--- config.mk ---
export PLATFORM = sky130hd
export DESIGN_NAME = pipe_hazard_ctrl
export DESIGN_NICKNAME = d
export VERILOG_FILES = /design/src/rtl/pipe_hazard_ctrl.sv
export SDC_FILE = /design/constraint.sdc
export NUM_CORES = 1
export LEC_CHECK = 0
export CAP_MARGIN = 20
export CORE_ASPECT_RATIO = 1.4
export CORE_MARGIN = 3
export CORE_UTILIZATION = 44
export DETAILED_ROUTE_END_ITERATION = 7
export GPL_TIMING_DRIVEN = 0
export PLACE_DENSITY = 0.82
export SETUP_SLACK_MARGIN = 0.02
export SLEW_MARGIN = 20
export SYNTH_ARGS = -nofsm -noshare
export SYNTH_HDL_FRONTEND = slang
export SYNTH_SLANG_ARGS = --single-unit
--- constraint.sdc ---
create_clock -name i_clk -period 1.8 [get_ports i_clk]
set_input_delay 0.27 -clock i_clk [delete_from_list [all_inputs] [get_ports i_clk]]
set_output_delay 0.27 -clock i_clk [all_outputs]
set_load 0.01 [all_outputs]
--- src/rtl/pipe_hazard_ctrl.sv ---
// Pipeline hazard controller: load-use stalls, branch flushes, memory freezes and
// exec-stage operand forwarding selects, with a saturating stall performance counter.
module pipe_hazard_ctrl #(
    parameter int unsigned REGW       = 4,
    parameter int unsigned LOAD_STALL = 1,
    parameter int unsigned CNTW       = 16
) (
    input  logic            i_clk,
    input  logic            i_rst,
    input  logic [REGW-1:0] i_ra_d,
    input  logic [REGW-1:0] i_rb_d,
    input  logic [REGW-1:0] i_rs_d,
    input  logic            i_use_a,
    input  logic            i_use_b,
    input  logic            i_use_s,
    input  logic [REGW-1:0] i_rc_ex,
    input  logic            i_reg_write_ex,
    input  logic            i_mem_to_reg_ex,
    input  logic [REGW-1:0] i_rc_mem,
    input  logic            i_reg_write_mem,
    input  logic [REGW-1:0] i_rc_wb,
    input  logic            i_reg_write_wb,
    input  logic            i_branch_flag_ex,
    input  logic            i_mem_busy,
    output logic            o_en_fetch,
    output logic            o_en_decode,
    output logic            o_en_exec,
    output logic            o_en_mem,
    output logic            o_en_wb,
    output logic            o_flush_decode,
    output logic            o_flush_exec,
    output logic [1:0]      o_fa,
    output logic [1:0]      o_fb,
    output logic [1:0]      o_fc,
    output logic [CNTW-1:0] o_stall_count
);

    typedef enum logic [1:0] {StRun, StLdStall, StFreeze} state_e;

    localparam logic [1:0]      LdInit = 2'(LOAD_STALL - 1);
    localparam logic [CNTW-1:0] CntOne = {{(CNTW-1){1'b0}}, 1'b1};

    state_e          r_state, w_state_next;
    state_e          r_ret_state, w_ret_next;
    state_e          w_eff_state;
    logic [1:0]      r_cnt, w_cnt_next;
    logic            r_pend_br, w_pend_next;
    logic [CNTW-1:0] r_stall_count;
    logic [REGW-1:0] r_ra_ex, r_rb_ex, r_rs_ex;
    logic            r_use_a_ex, r_use_b_ex, r_use_s_ex;
    logic            w_hazard, w_branch;

    function automatic logic [1:0] fwd_sel(
        input logic            use_x,
        input logic [REGW-1:0] rx,
        input logic            wr_mem,
        input logic [REGW-1:0] rc_mem,
        input logic            wr_wb,
        input logic [REGW-1:0] rc_wb
    );
        if (!use_x || rx == '0) return 2'b00;
        if (wr_mem && rc_mem == rx) return 2'b01;
        if (wr_wb && rc_wb == rx) return 2'b10;
        return 2'b00;
    endfunction

    always_comb begin
        // The release cycle of a freeze behaves as the state that was frozen.
        w_eff_state = (r_state == StFreeze) ? r_ret_state : r_state;
        w_branch    = i_branch_flag_ex | ((r_state == StFreeze) & r_pend_br);
        w_hazard    = i_reg_write_ex & i_mem_to_reg_ex & (i_rc_ex != '0) &
                      ((i_use_a & (i_ra_d == i_rc_ex)) |
                       (i_use_b & (i_rb_d == i_rc_ex)) |
                       (i_use_s & (i_rs_d == i_rc_ex)));

        w_state_next   = w_eff_state;
        w_ret_next     = r_ret_state;
        w_cnt_next     = r_cnt;
        w_pend_next    = r_pend_br;
        o_en_fetch     = 1'b1;
        o_en_decode    = 1'b1;
        o_en_exec      = 1'b1;
        o_en_mem       = 1'b1;
        o_en_wb        = 1'b1;
        o_flush_decode = 1'b0;
        o_flush_exec   = 1'b0;

        if (i_mem_busy) begin
            o_en_fetch   = 1'b0;
            o_en_decode  = 1'b0;
            o_en_exec    = 1'b0;
            o_en_mem     = 1'b0;
            o_en_wb      = 1'b0;
            w_state_next = StFreeze;
            w_ret_next   = w_eff_state;
            w_pend_next  = r_pend_br | i_branch_flag_ex;
        end else begin
            w_pend_next = 1'b0;
            if (w_branch) begin
                o_flush_decode = 1'b1;
                o_flush_exec   = 1'b1;
                w_state_next   = StRun;
            end else if (w_eff_state == StLdStall) begin
                o_en_fetch   = 1'b0;
                o_en_decode  = 1'b0;
                o_flush_exec = 1'b1;
                w_cnt_next   = r_cnt - 2'd1;
                w_state_next = (r_cnt == 2'd1) ? StRun : StLdStall;
            end else if (w_hazard) begin
                o_en_fetch   = 1'b0;
                o_en_decode  = 1'b0;
                o_flush_exec = 1'b1;
                w_cnt_next   = LdInit;
                w_state_next = (LOAD_STALL > 1) ? StLdStall : StRun;
            end
        end

        if (i_rst) begin
            o_en_fetch     = 1'b0;
            o_en_decode    = 1'b0;
            o_en_exec      = 1'b0;
            o_en_mem       = 1'b0;
            o_en_wb        = 1'b0;
            o_flush_decode = 1'b1;
            o_flush_exec   = 1'b1;
        end
    end

    always_comb begin
        o_fa = 2'b00;
        o_fb = 2'b00;
        o_fc = 2'b00;
        if (!i_rst) begin
            o_fa = fwd_sel(r_use_a_ex, r_ra_ex, i_reg_write_mem, i_rc_mem,
                           i_reg_write_wb, i_rc_wb);
            o_fb = fwd_sel(r_use_b_ex, r_rb_ex, i_reg_write_mem, i_rc_mem,
                           i_reg_write_wb, i_rc_wb);
            o_fc = fwd_sel(r_use_s_ex, r_rs_ex, i_reg_write_mem, i_rc_mem,
                           i_reg_write_wb, i_rc_wb);
        end
    end

    always_ff @(posedge i_clk) begin
        if (i_rst) begin
            r_state       <= StRun;
            r_ret_state   <= StRun;
            r_cnt         <= '0;
            r_pend_br     <= 1'b0;
            r_stall_count <= '0;
            r_ra_ex       <= '0;
            r_rb_ex       <= '0;
            r_rs_ex       <= '0;
            r_use_a_ex    <= 1'b0;
            r_use_b_ex    <= 1'b0;
            r_use_s_ex    <= 1'b0;
        end else begin
            r_state     <= w_state_next;
            r_ret_state <= w_ret_next;
            r_cnt       <= w_cnt_next;
            r_pend_br   <= w_pend_next;
            if (!o_en_decode && r_stall_count != '1) begin
                r_stall_count <= r_stall_count + CntOne;
            end
            if (o_flush_exec) begin
                r_use_a_ex <= 1'b0;
                r_use_b_ex <= 1'b0;
                r_use_s_ex <= 1'b0;
            end else if (o_en_exec) begin
                r_ra_ex    <= i_ra_d;
                r_rb_ex    <= i_rb_d;
                r_rs_ex    <= i_rs_d;
                r_use_a_ex <= i_use_a;
                r_use_b_ex <= i_use_b;
                r_use_s_ex <= i_use_s;
            end
        end
    end

    assign o_stall_count = r_stall_count;

endmodule

==> run metrics <==
Die ar. 0.00621 mm2; Worst Path Arrival 2.36 ns; Setup CP Type flip-flop to flip-flop; reg2reg setup slack -0.41 ns; unique cell type count in the Yosys netlist 41; fmax 453 MHz; clk sinks 38; clock buffer count from CTS 5; Die X 67.5 um; FILL cells 339; Initial Util 46.6%; DRT Pass-1 Iters 4; Slew HR 53.5%; layout cells sized above 1 40.8%; Mapped Cells 288; Least-Margin Pin Slew 0.698 ns; min-delay worst type input port to flip-flop; Yosys warnings 0; Yosys top cell by area dfxtp_1; Clock Pin Slew Worst Setup and Hold Paths 0.08 ns; Area Overhead vs Synth 65.6%; post-synth top area share 32.7%; Skew-Pair Late Insertion Delay 0.29 ns; Net Sw Power 593 uW; Worst setup SP type flip-flop; vias 2,737; vias in the first global route 2,730; pre-CTS setup slack -1.19 ns; row count 30; final period utilization 123%; via-per-instance ratio 6.07; RD Place Congestion 0.827; Req. time, crit path 1.96 ns; GRT Total Usage 25.7%; pin count of the biggest net entering global routing 12; HPWL Detailed 5050 um; initial drt markers 242; number of setup violations in the final report 22; Final Hold Fails 0; CTS max path bufs 2; syn nets 325; CTS tree yes; Antenna Cells 0; Die Ht 92.1 um; post-route setup TNS -4.64 ns; Final WS setup -0.405 ns; failing checks setup timing; Slew Limit Fails 0; power per cell area 515 mW/mm2; worst reg2reg path depth 11; sequential share of power 44.6%; hold-fix buffers at CTS 0; gr ovfl total 0; Post-Syn Area 0.00233 mm2; Clock Skew 0.00395 ns; syn_area_per_cell 8.09 um2; PortBufs 62; CP Max Fanout 5; initial antenna violation count 0; IO Count 64; Sequential Area 811 um2; synthesized flop and latch total 38; Clock power frac 31.7%; ranking of synthesized cells by area dfxtp_1 (33%), a21oi_1 (7.3%), xnor2_1 (6.8%); area of the multi-input gates 0.00188 mm2; Hold Path Depth 3; Max rail drop VDD 0.409 mV; Root Buffer clkbuf_8; # DRC 0; logic gate share of total power 23.7%; CP endpoint kind flip-flop; Post-Route WL 8750 um; Routed WL per cell 19.4 um; # Max-Cap Violations 0; status finished, violations left; first-pass GRT wire length 12,400 um; time the worst path needs with I/O delays and setup 2.21 ns; H-tree Lvls 2; RSZ-0062 raised after global routing true; P_leak 0.00141 uW; Sw Ratio 29.9%; antenna-violating nets left 0; CORE AREA 0.00499 mm2; sequential-to-total area share from yosys stat 32.7%; Int Pwr 1390 uW; Total Nets Final 423
[per-stage QoR]
stage               instance area, um2  cells  util [%]  hold slack [ns]  total power (uW)
floorplan                         2380    288         -            0.386              1080
global placement                  3080    414      61.8            0.455              1250
detailed placement                3080    414      61.8            0.458              1260
CTS                               3590    448      71.9            0.320              1930
global route                      3850    451      77.2            0.347              2050
finish                            3850    451      77.2            0.324              1980
[registers in the layout, summed over array words and instances (netlist names)]
name,flops
r_use_s_ex,1
r_rs_ex,4
r_state,2
r_rb_ex,4
o_stall_count,16
r_ret_state,2
r_use_b_ex,1
r_ra_ex,4
r_pend_br,1
r_cnt,2
r_use_a_ex,1
[synthesized netlist by cell type, drive strengths merged]
cell type	n
or2	2
clkbuf	8
dfxtp	38
nand2b	1
o21ai	19
o21bai	1
nand4	5
a21o	1
inv	8
mux2	3
or4	12
o31ai	11
a31oi	1
xnor2	18
nor4	6
nor2b	4
a21oi	34
xor2	18
or3b	1
ha	2
and2	1
o22ai	1
and3	2
nor3b	1
o41ai	5
and4	5
nor3	9
nor2	9
nand3	27
and4bb	1
buf	10
o32a	1
nand2	16
o211ai	1
o21a	1
and3b	1
or3	4
[critical path, cell delays in order (launching register included)]
cell	delay [ns]
dfxtp_4	0.35
and4bb_2	0.32
a21oi_4	0.06
buf_6	0.13
a31oi_4	0.15
o21ai_2	0.10
buf_6	0.14
buf_8	0.12
buf_4	0.14
buf_6	0.14
o31ai_2	0.32
a21oi_2	0.12
[cells in the final DEF (no fill, tap or decap), types with 13 or more instances in the layout]
cell	count
a21oi_1	22
buf_4	22
buf_6	17
clkdlybuf4s50_1	26
dfxtp_1	16
dfxtp_2	13
dlygate4sd2_1	21
nand2_1	13
nand3_1	26
o21ai_0	14
xnor2_1	16
xor2_1	15
[metal layers]
metal,track usage (%),vias up,routed length (um)
met5,0,-,0
met4,13.2,0,498
met3,4.90,40,472
met2,47.8,128,4780
met1,25.5,1310,3000
li1,-,1259,-
[worst paths after layout]
| check | end | startpoint |
|---|---|---|
| min reg2reg | r_pend_br$_SDFF_PP0_ | r_pend_br$_SDFF_PP0_ |
| max reg2reg | o_stall_count[2]$_SDFFE_PP0P_ | r_state[0]$_SDFF_PP0_ |
| max | o_stall_count[2]$_SDFFE_PP0P_ | r_state[0]$_SDFF_PP0_ |
| min | r_use_b_ex$_SDFFE_PP0P_ | i_mem_busy |
[power by group through the flow]
| stage | sequential (uW) | clock (uW) | combinational (uW) |
|---|---|---|---|
| 2_1_floorplan | 899 | 0 | 184 |
| 3_3_place_gp | 902 | 0 | 350 |
| 3_5_place_dp | 903 | 0 | 357 |
| 4_1_cts | 884 | 618 | 423 |
| 5_1_grt | 887 | 657 | 502 |
| 6_report | 885 | 630 | 470 |
[kinds of logic (layout without fill, tap and decap cells)]
family	after synthesis	count (layout)	synth area share (%)
buffers and inverters	26	125	5.91
multiplexers	3	3	1.45
AND/OR/NAND/NOR	107	107	25.8
adder cells (fa/ha/maj)	2	2	1.07
XOR/XNOR	36	36	13.5
flip-flops	38	38	32.7
AO/OA/AOI/OAI	76	76	19.5
[final cells by class]
type                            instances  area share [%]
Multi-Input combinational cell        224            48.8
Timing Repair Buffer                   91            21.1
Sequential cell                        38            21.0
Buffer                                 18            3.83
Clock buffer                            7            2.24
Tap cell                               64            2.08
Inverter                                8           0.779
Clock inverter                          1           0.130
[what timing repair did]
action	in CTS	in global routing
pin swaps	44	32
cloned	1	1
buffers inserted	25	5
endpoints found under the setup margin	49	44
resized for setup	151	62
Note: power is estimated with default switching activity, not from simulation.
